File: src/rtl/alarm_trigger.sv
// Alarm trigger: watches the running time against the stored alarm setting
// and sequences IDLE -> RINGING -> SNOOZE with a 1 Hz buzzer, ring timeout,
// snooze timer and a per-event snooze limit. All outputs are registered.
module alarm_trigger #(
    parameter int RING_TIMEOUT = 60,
    parameter int SNOOZE_SEC   = 300,
    parameter int MAX_SNOOZE   = 3
) (
    input  logic       clock,
    input  logic       reset_alarm,
    input  logic       sec_tick,
    input  logic [5:0] count_hour,
    input  logic [5:0] count_min,
    input  logic [5:0] count_sec,
    input  logic [5:0] alarm_hour,
    input  logic [5:0] alarm_min,
    input  logic       alarm_enable,
    input  logic       setting_alarm,
    input  logic       stop_alarm,
    input  logic       snooze_alarm,
    output logic       ringing,
    output logic       buzzer,
    output logic       snoozing,
    output logic [1:0] snooze_count
);

    // Counter widths; a 1-second timeout still needs a 1-bit counter.
    localparam int RW = (RING_TIMEOUT > 1) ? $clog2(RING_TIMEOUT) : 1;
    localparam int SW = (SNOOZE_SEC > 1) ? $clog2(SNOOZE_SEC) : 1;

    localparam logic [RW-1:0] RING_LAST   = RW'(RING_TIMEOUT - 1);
    localparam logic [SW-1:0] SNOOZE_LAST = SW'(SNOOZE_SEC - 1);
    localparam logic [RW-1:0] RING_ONE    = RW'(1);
    localparam logic [SW-1:0] SNOOZE_ONE  = SW'(1);
    localparam logic [1:0]    SNOOZE_MAX  = 2'(MAX_SNOOZE);

    typedef enum logic [1:0] {
        ST_IDLE    = 2'd0,
        ST_RINGING = 2'd1,
        ST_SNOOZE  = 2'd2
    } state_t;

    state_t          r_state;
    state_t          w_state_next;

    logic            r_match_q;
    logic            r_stop_q;
    logic            r_snooze_q;

    logic [RW-1:0]   r_ring_cnt;
    logic [RW-1:0]   w_ring_cnt_next;
    logic [SW-1:0]   r_snooze_cnt;
    logic [SW-1:0]   w_snooze_cnt_next;
    logic            r_buzzer;
    logic            w_buzzer_next;
    logic [1:0]      r_snooze_count;
    logic [1:0]      w_snooze_count_next;
    logic            r_ringing;
    logic            r_snoozing;

    logic            w_match;
    logic            w_trigger;
    logic            w_stop_edge;
    logic            w_snooze_edge;
    logic            w_can_snooze;
    logic            w_ring_last;
    logic            w_snooze_last;

    // Time comparison: only the first second of the alarm minute matches,
    // and editing the alarm masks it so a half-typed value cannot fire.
    assign w_match = alarm_enable & ~setting_alarm &
                     (count_hour == alarm_hour) &
                     (count_min == alarm_min) &
                     (count_sec == 6'd0);

    // One trigger per matching minute: the match register starts at 1 so a
    // reset released inside the matching second does not ring.
    assign w_trigger     = w_match & ~r_match_q;
    assign w_stop_edge   = stop_alarm & ~r_stop_q;
    assign w_snooze_edge = snooze_alarm & ~r_snooze_q;
    assign w_can_snooze  = (r_snooze_count < SNOOZE_MAX);
    assign w_ring_last   = (r_ring_cnt == RING_LAST);
    assign w_snooze_last = (r_snooze_cnt == SNOOZE_LAST);

    // State register plus registered datapath and outputs.
    always_ff @(posedge clock or posedge reset_alarm) begin
        if (reset_alarm) begin
            r_state        <= ST_IDLE;
            r_match_q      <= 1'b1;
            r_stop_q       <= 1'b1;
            r_snooze_q     <= 1'b1;
            r_ring_cnt     <= '0;
            r_snooze_cnt   <= '0;
            r_buzzer       <= 1'b0;
            r_snooze_count <= 2'd0;
            r_ringing      <= 1'b0;
            r_snoozing     <= 1'b0;
        end else begin
            r_state        <= w_state_next;
            r_match_q      <= w_match;
            r_stop_q       <= stop_alarm;
            r_snooze_q     <= snooze_alarm;
            r_ring_cnt     <= w_ring_cnt_next;
            r_snooze_cnt   <= w_snooze_cnt_next;
            r_buzzer       <= w_buzzer_next;
            r_snooze_count <= w_snooze_count_next;
            r_ringing      <= (w_state_next == ST_RINGING);
            r_snoozing     <= (w_state_next == ST_SNOOZE);
        end
    end

    // Next-state selection; disarming the alarm overrides every other event.
    always_comb begin
        w_state_next = r_state;
        if (!alarm_enable) begin
            w_state_next = ST_IDLE;
        end else begin
            case (r_state)
                ST_IDLE: begin
                    if (w_trigger)
                        w_state_next = ST_RINGING;
                end
                ST_RINGING: begin
                    if (w_stop_edge)
                        w_state_next = ST_IDLE;
                    else if (w_snooze_edge && w_can_snooze)
                        w_state_next = ST_SNOOZE;
                    else if (sec_tick && w_ring_last)
                        w_state_next = ST_IDLE;
                end
                ST_SNOOZE: begin
                    if (w_stop_edge)
                        w_state_next = ST_IDLE;
                    else if (sec_tick && w_snooze_last)
                        w_state_next = ST_RINGING;
                end
                default: w_state_next = ST_IDLE;
            endcase
        end
    end

    // Counter, snooze tally and buzzer updates, mirroring the transition priority.
    always_comb begin
        w_ring_cnt_next     = r_ring_cnt;
        w_snooze_cnt_next   = r_snooze_cnt;
        w_buzzer_next       = r_buzzer;
        w_snooze_count_next = r_snooze_count;
        if (!alarm_enable) begin
            w_buzzer_next = 1'b0;
        end else begin
            case (r_state)
                ST_IDLE: begin
                    w_buzzer_next = 1'b0;
                    if (w_trigger) begin
                        w_ring_cnt_next     = '0;
                        w_snooze_count_next = 2'd0;
                        w_buzzer_next       = 1'b1;
                    end
                end
                ST_RINGING: begin
                    if (w_stop_edge) begin
                        w_buzzer_next = 1'b0;
                    end else if (w_snooze_edge && w_can_snooze) begin
                        w_snooze_cnt_next   = '0;
                        w_snooze_count_next = r_snooze_count + 2'd1;
                        w_buzzer_next       = 1'b0;
                    end else if (sec_tick) begin
                        if (w_ring_last) begin
                            w_buzzer_next = 1'b0;
                        end else begin
                            w_ring_cnt_next = r_ring_cnt + RING_ONE;
                            w_buzzer_next   = ~r_buzzer;
                        end
                    end
                end
                ST_SNOOZE: begin
                    w_buzzer_next = 1'b0;
                    if (!w_stop_edge && sec_tick) begin
                        if (w_snooze_last) begin
                            w_ring_cnt_next = '0;
                            w_buzzer_next   = 1'b1;
                        end else begin
                            w_snooze_cnt_next = r_snooze_cnt + SNOOZE_ONE;
                        end
                    end
                end
                default: w_buzzer_next = 1'b0;
            endcase
        end
    end

    assign ringing      = r_ringing;
    assign buzzer       = r_buzzer;
    assign snoozing     = r_snoozing;
    assign snooze_count = r_snooze_count;

endmodule
File: config.mk
export PLATFORM = sky130hd
export DESIGN_NAME = alarm_trigger
export DESIGN_NICKNAME = d
export VERILOG_FILES = /design/src/rtl/alarm_trigger.sv
export SDC_FILE = /design/constraint.sdc
export NUM_CORES = 1
export LEC_CHECK = 0
export CORE_MARGIN = 10
export CORE_UTILIZATION = 51
export CTS_CLUSTER_SIZE = 16
export DETAILED_ROUTE_END_ITERATION = 8
export PLACE_DENSITY = 0.84
export SYNTH_ARGS = -nofsm -noshare
export SYNTH_HDL_FRONTEND = slang
export SYNTH_SLANG_ARGS = --single-unit
File: constraint.sdc
create_clock -name clock -period 6.8 [get_ports clock]
set_clock_uncertainty 0.15 [all_clocks]
set_input_delay 2.04 -clock clock [delete_from_list [all_inputs] [get_ports clock]]
set_output_delay 2.04 -clock clock [all_outputs]
set_load 0.02 [all_outputs]
==> impl_metrics.tcl, run 1 <==
set metrics [dict create \
    status "finished, final reports clean" \
    critPathLaunchType "input port" \
    die_w_um 75.0 \
    numCtsBuffers 3 \
    n_fill_cell 228 \
    wl_per_cell_um 15.9 \
    maxSlewViolCount 0 \
    leakage_nw 0.900 \
    grt_pass1_wl_um 6730 \
    dieArea_um2 5620 \
    drt-total-wl_um 3780 \
    rsz0062_at_grt "no" \
    fp-row-count 19 \
    slew_headroom 0.371 \
    cts-hold-fix-buffers 0 \
    io_buffers 41 \
    slowest_delay_ns 0.72 \
    fin_cells 237 \
    grt_pass1_vias 1493 \
    yosys-top-cells-area "dfrtp_1 (36%), xor2_1 (6.8%), dfstp_2 (5.1%), o21ai_0 (4.2%), nand3_1 (3.6%)" \
    ys_types 47 \
    dp_cells 233 \
    hpwl_um 3000 \
    worstPathMaxFanout 10 \
    path_clk_slew_ns 0.13 \
    worstSetupPathType "input port to flop" \
    hold_viol_final 0 \
    finalCritPeriodShare 0.611 \
    drive_above_1_share 0.0583 \
    num_vias 1402 \
    tightest_slew_ns 0.942 \
    grt_max_degree 26 \
    synth_area_um2 1540 \
    first_iter_violations 167 \
    syn-num-nets 206 \
    cp.arrival_ns 4.24 \
    tns_ns 0 \
    synthCells 166 \
    gr-usage-all-layers 0.153 \
    synth-seq-area-share 0.408 \
    vias_per_cell 5.92 \
    gp_congestion 0.840 \
    cts-root-buf "clkbuf_4" \
    yosysWarnings 0 \
    ys_top_cells_by_count "dfrtp_1 (22), nand2_1 (14), o21ai_0 (13)" \
    reg2reg_slack_ns 4.26 \
    core_um2 2830 \
    antenna_found_initial 0 \
    clock_latency_ns 0.33 \
    post_cts_buffers 0 \
    drc 0 \
    slowest_stage "clkdlybuf4s50_1" \
    path_cells "clkdlybuf4s50_1 > nor4b_1 > nor4bb_1 > and4_1 > o211a_1 > nand2_1 > a21o_1" \
    p_per_area_nw_per_um2 133 \
    dr.pass1.iters 4 \
    total_power_uw 265 \
    cts_num_sinks 25 \
    worst_hold_slack_ns 0.353 \
    synth_area_leader_cell "dfrtp_1" \
    nets 247 \
    synth_top_area_share 0.357 \
    ir_worst_vdd_mv 0.108 \
    critPathRequiredTime_ns 6.89 \
    fmax_ghz 0.241 \
    ys.flop_type "dfrtp_1" \
    ioPinCount 42 \
    diodes 0 \
    synth-edff-count 0 \
    ys_ff_latch 25 \
    async_flop_share 1.00 \
    antenna_left 0 \
    initial_utilization 0.545 \
    cts-htree-levels 1 \
    stdcell_area_um2 1990 \
    die_y_um 75.0 \
    finalCriticalPeriod_ns 4.15 \
    hold_path.class "flop to flop" \
    max-clock-path-buffers 2 \
    cts_tree "done" \
    placed_area_um2 1960 \
    grt_overflow 0 \
    avgSynthCellArea_um2 9.29 \
    cp-end-kind "flop" \
    setup_viol 0 \
    area.growth.synth_to_final_pct 29.0 \
    yosysMostFrequentCell "dfrtp_1" \
    ctsResizeCount 0 \
    cap_violations 0 \
]
==> through the flow <==
step | worst slack (ns) | util
2_1_floorplan | 3.15 | -
3_3_place_gp | 2.43 | 0.693
3_5_place_dp | 2.32 | 0.693
4_1_cts | 2.69 | 0.703
5_1_grt | 2.48 | 0.703
6_report | 2.65 | 0.703
==> cell usage in the layout (no fill, tap or decap), drive strengths merged, types with 3 or more instances in the layout <==
cell           netlist  routed
nand3               11      11
or2                  3       3
o21ai               14      14
dfrtp               22      22
and3                 5       5
nand2b               6       6
ha                   3       3
o211a                3       3
nand2               14      14
inv                  7       7
nor2b                3       3
nor3                 3       3
dfstp                3       3
a31oi                7       7
clkdlybuf4s50        0      41
nor4                 5       5
a21oi                3       3
clkbuf               2       4
xor2                12      12
nor2                 9       9
==> layer usage <==
| layer | vias to the layer above | wire length, µm | track usage |
|---|---|---|---|
| li1 | 693 | - | - |
| met2 | 65 | 1650 | 0.222 |
| met4 | 0 | 70 | 0.0756 |
| met1 | 639 | 1610 | 0.177 |
| met3 | 5 | 445 | 0.0854 |
| met5 | - | 0 | 0 |
==> worst paths after layout <==
path / start / end / cells past startpoint
max: alarm_enable / r_ring_cnt[4]$_DFFE_PP0P_ / 7
min: r_ring_cnt[5]$_DFFE_PP0P_ / r_ring_cnt[5]$_DFFE_PP0P_ / 1
max reg2reg: snooze_count[0]$_DFFE_PP0P_ / r_snooze_cnt[5]$_DFFE_PP0P_ / 7
min reg2reg: r_ring_cnt[5]$_DFFE_PP0P_ / r_ring_cnt[5]$_DFFE_PP0P_ / 1
max in group asynchronous: reset_alarm / snooze_count[1]$_DFFE_PP0P_ / 2
min in group asynchronous: reset_alarm / r_snooze_cnt[4]$_DFFE_PP0P_ / 2
==> worst max-delay path, delay by kind of cell <==
family                 cells  cell delay [ns]
AND/OR/NAND/NOR            4             1.03
buffers and inverters      1             0.72
AO/OA/AOI/OAI              2             0.46
==> final cells by class <==
class	count	area, µm²	area share
Multi-Input combinational cell	129	857	0.431
Sequential cell	25	629	0.317
Timing Repair Buffer	41	410	0.206
Tap cell	31	38.8	0.0195
Clock buffer	4	26.3	0.0132
Inverter	7	26.3	0.0132
==> power breakdown <==
group	internal [mW]	switching [mW]	leakage [nW]
clock	0.0231	0.0458	0.0150
combinational	0.0251	0.0154	0.555
sequential	0.152	0.00324	0.331
total	0.200	0.0644	0.900
==> registers in the layout, summed over array words and instances, names as in the netlist <==
signal	flops
snoozing	1
snooze_count	2
r_match_q	1
r_snooze_cnt	9
buzzer	1
r_ring_cnt	6
r_stop_q	1
ringing	1
r_snooze_q	1
r_state	2
==> kinds of logic (layout without fill, tap and decap cells) <==
kind of cell	Yosys count	in the layout	share of synthesized area
and+or+nand+nor	72	72	0.276
adders and majority gates	3	3	0.0244
xor gates and xnor gates	12	12	0.0682
AOI/OAI and AO/OA	41	41	0.181
muxes	1	1	0.00649
buffers and inverters	12	52	0.0357
DFF	25	25	0.408
No activity file was read; power rests on OpenSTA's default activity.
==> run 2: changes to the inputs <==
--- a/config.mk
+++ b/config.mk
@@ -6,10 +6,10 @@
 export NUM_CORES = 1
 export LEC_CHECK = 0
 export CORE_MARGIN = 10
-export CORE_UTILIZATION = 51
+export CORE_UTILIZATION = 48
 export CTS_CLUSTER_SIZE = 16
 export DETAILED_ROUTE_END_ITERATION = 8
-export PLACE_DENSITY = 0.84
+export PLACE_DENSITY = 0.8
 export SYNTH_ARGS = -nofsm -noshare
 export SYNTH_HDL_FRONTEND = slang
 export SYNTH_SLANG_ARGS = --single-unit
==> constraint.sdc (replaced) <==
create_clock -name clock -period 4.3 [get_ports clock]
set_clock_uncertainty 0.15 [all_clocks]
set_input_delay 1.29 -clock clock [delete_from_list [all_inputs] [get_ports clock]]
set_output_delay 1.29 -clock clock [all_outputs]
set_load 0.02 [all_outputs]
==> run 2 against run 1 <==
  * Combinational power is 60% higher
  * First-iteration DRC count is 36% lower
  * Core utilization is 4.3 points lower
  * Routed wire length is 1.0% higher
  * Global-route usage is 2.0 points lower
  * Die area is 4.6% higher
  * Power is 58% higher
  * Hold slack better by 0.00092 ns
  * Via count is 2.2% higher
  * Sequential power is 59% higher
  * Flip-flop and latch count stayed put
  * Critical path depth stayed put
  * Critical path type unchanged
  * Critical endpoint is now r_snooze_cnt[5]$_DFFE_PP0P_
  * Highest routed layer unchanged
==> impl_metrics.tcl, run 2 (synthesis gave the netlist of run 1 again) <==
set metrics [dict create \
    status "finished, final reports clean" \
    dieArea_um2 5880 \
    cts-htree-levels 1 \
    largestRegisters "r_snooze_cnt (9), r_ring_cnt (6)" \
    slowest_stage "clkdlybuf4s50_1" \
    finalCriticalPeriod_ns 3.28 \
    initial_utilization 0.505 \
    rsz0062_at_grt "no" \
    core_um2 3050 \
    tightest_slew_ns 0.966 \
    first_iter_violations 107 \
    path_depth 7 \
    dr.pass1.iters 4 \
    tns_ns 0 \
    finalCritPeriodShare 0.763 \
    die_y_um 76.7 \
    cts_num_sinks 25 \
    gr-usage-all-layers 0.132 \
    whs_path_depth 1 \
    critPathRequiredTime_ns 4.38 \
    area.growth.synth_to_final_pct 30.8 \
    worst_hold_slack_ns 0.354 \
    num_vias 1433 \
    die_w_um 76.7 \
    drive_above_1_share 0.0676 \
    combPwrFrac 0.155 \
    path_clk_slew_ns 0.14 \
    cts-root-buf "clkbuf_4" \
    grt_pass1_vias 1499 \
    nets 248 \
    path_cells "clkdlybuf4s50_1 > or3b_4 > nor3_4 > a31oi_1 > nand3b_4 > or2_0 > o41ai_2" \
    top_register "r_snooze_cnt" \
    worstSetupPathType "input port to flop" \
    antenna_left 0 \
    ioPinCount 42 \
    power_switching_uw 101 \
    gp_congestion 0.870 \
    max-clock-path-buffers 2 \
    p_sw_frac 0.243 \
    mostFrequentLayoutCells "clkdlybuf4s50_1 (41), dfrtp_1 (22), nand2_1 (14), o21ai_0 (13), xor2_1 (12)" \
    wl_per_cell_um 15.2 \
    p_per_area_nw_per_um2 207 \
    dp_cells 247 \
    critical_path_buf_inv_count 1 \
    hold_path.class "flop to flop" \
    fmax_ghz 0.305 \
    largest_reg_flops 9 \
    ir_worst_vdd_mv 0.131 \
    vias_per_cell 5.71 \
    drt-total-wl_um 3820 \
    setup_viol 0 \
    cts-hold-fix-buffers 0 \
    io_buffers 41 \
    cap_violations 0 \
    fp-row-count 20 \
    post_cts_buffers 0 \
    path_delay_family "simple AND/OR/NAND/NOR gates" \
    p_int_uw 316 \
    numCtsBuffers 3 \
    hpwl_um 3110 \
    antenna_found_initial 0 \
    pwr-share-seq 0.588 \
    grt_overflow 0 \
    total_power_uw 418 \
    slowest_delay_ns 0.47 \
    hold_viol_final 0 \
    critPathLaunchType "input port" \
    clkPwrFrac 0.257 \
    cp-end-kind "flop" \
    cts_tree "done" \
    layout_commonest_cell "clkdlybuf4s50_1" \
    grt_max_degree 26 \
    maxSlewViolCount 0 \
    cp.arrival_ns 3.36 \
    diodes 0 \
    ctsResizeCount 0 \
    worstPathMaxFanout 12 \
    leakage_nw 0.904 \
    slew_headroom 0.355 \
    grt_pass1_wl_um 6660 \
    fin_cells 251 \
    drc 0 \
    clock_latency_ns 0.33 \
    rr_worst_depth 7 \
]
## run 2: cell types whose count changed in the layout (fill, tap and decap cells not counted)
cell	change
buf_4	+1
clkbuf_1	-1
clkinvlp_4	+1
## run 2: power groups by stage
stage / Combinational [mW] / Sequential (mW) / Clock (mW)
after floorplan: 0.0249 / 0.248 / 0
after global placement: 0.0635 / 0.250 / 0
after detailed placement: 0.0653 / 0.250 / 0
after CTS: 0.0654 / 0.246 / 0.110
after global routing: 0.0716 / 0.246 / 0.122
final: 0.0647 / 0.246 / 0.107
## run 2: cell type report
cell class	instances	area, µm²
fill	253	1040
multi-input combinational	129	857
sequential	25	629
timing repair buffer	42	418
tap	44	55.1
inverter	7	26.3
clock buffer	3	22.5
clock inverter	1	7.51
## run 2: final timing paths
kind	start	end	slack, ns
worst max-delay path	snooze_alarm	r_snooze_cnt[5]$_DFFE_PP0P_	1.02
worst min-delay path	r_snooze_cnt[8]$_DFFE_PP0P_	r_snooze_cnt[8]$_DFFE_PP0P_	0.35
worst max register to register	snooze_count[0]$_DFFE_PP0P_	r_snooze_cnt[5]$_DFFE_PP0P_	1.81
worst min register to register	r_snooze_cnt[8]$_DFFE_PP0P_	r_snooze_cnt[8]$_DFFE_PP0P_	0.35
max in group asynchronous	reset_alarm	snooze_count[1]$_DFFE_PP0P_	2.09
min in group asynchronous	reset_alarm	r_ring_cnt[2]$_DFFE_PP0P_	1.32
## run 2: routing by layer
metal	share of wire	GRT usage	routed length, µm	vias up
li1	-	-	-	692
met1	0.38	0.137	1460	666
met2	0.48	0.223	1820	68
met3	0.12	0.0583	448	7
met4	0.023	0.0651	87	0
met5	0	0	0	-
## run 2: through the flow
stage	instance area (µm²)	worst slack, ns	utilization
3_3_place_gp	1990	0.769	0.650
5_1_grt	2020	0.869	0.660
4_1_cts	2020	1.02	0.660
2_1_floorplan	1540	1.40	-
3_5_place_dp	1990	0.656	0.650
6_report	2020	1.02	0.660
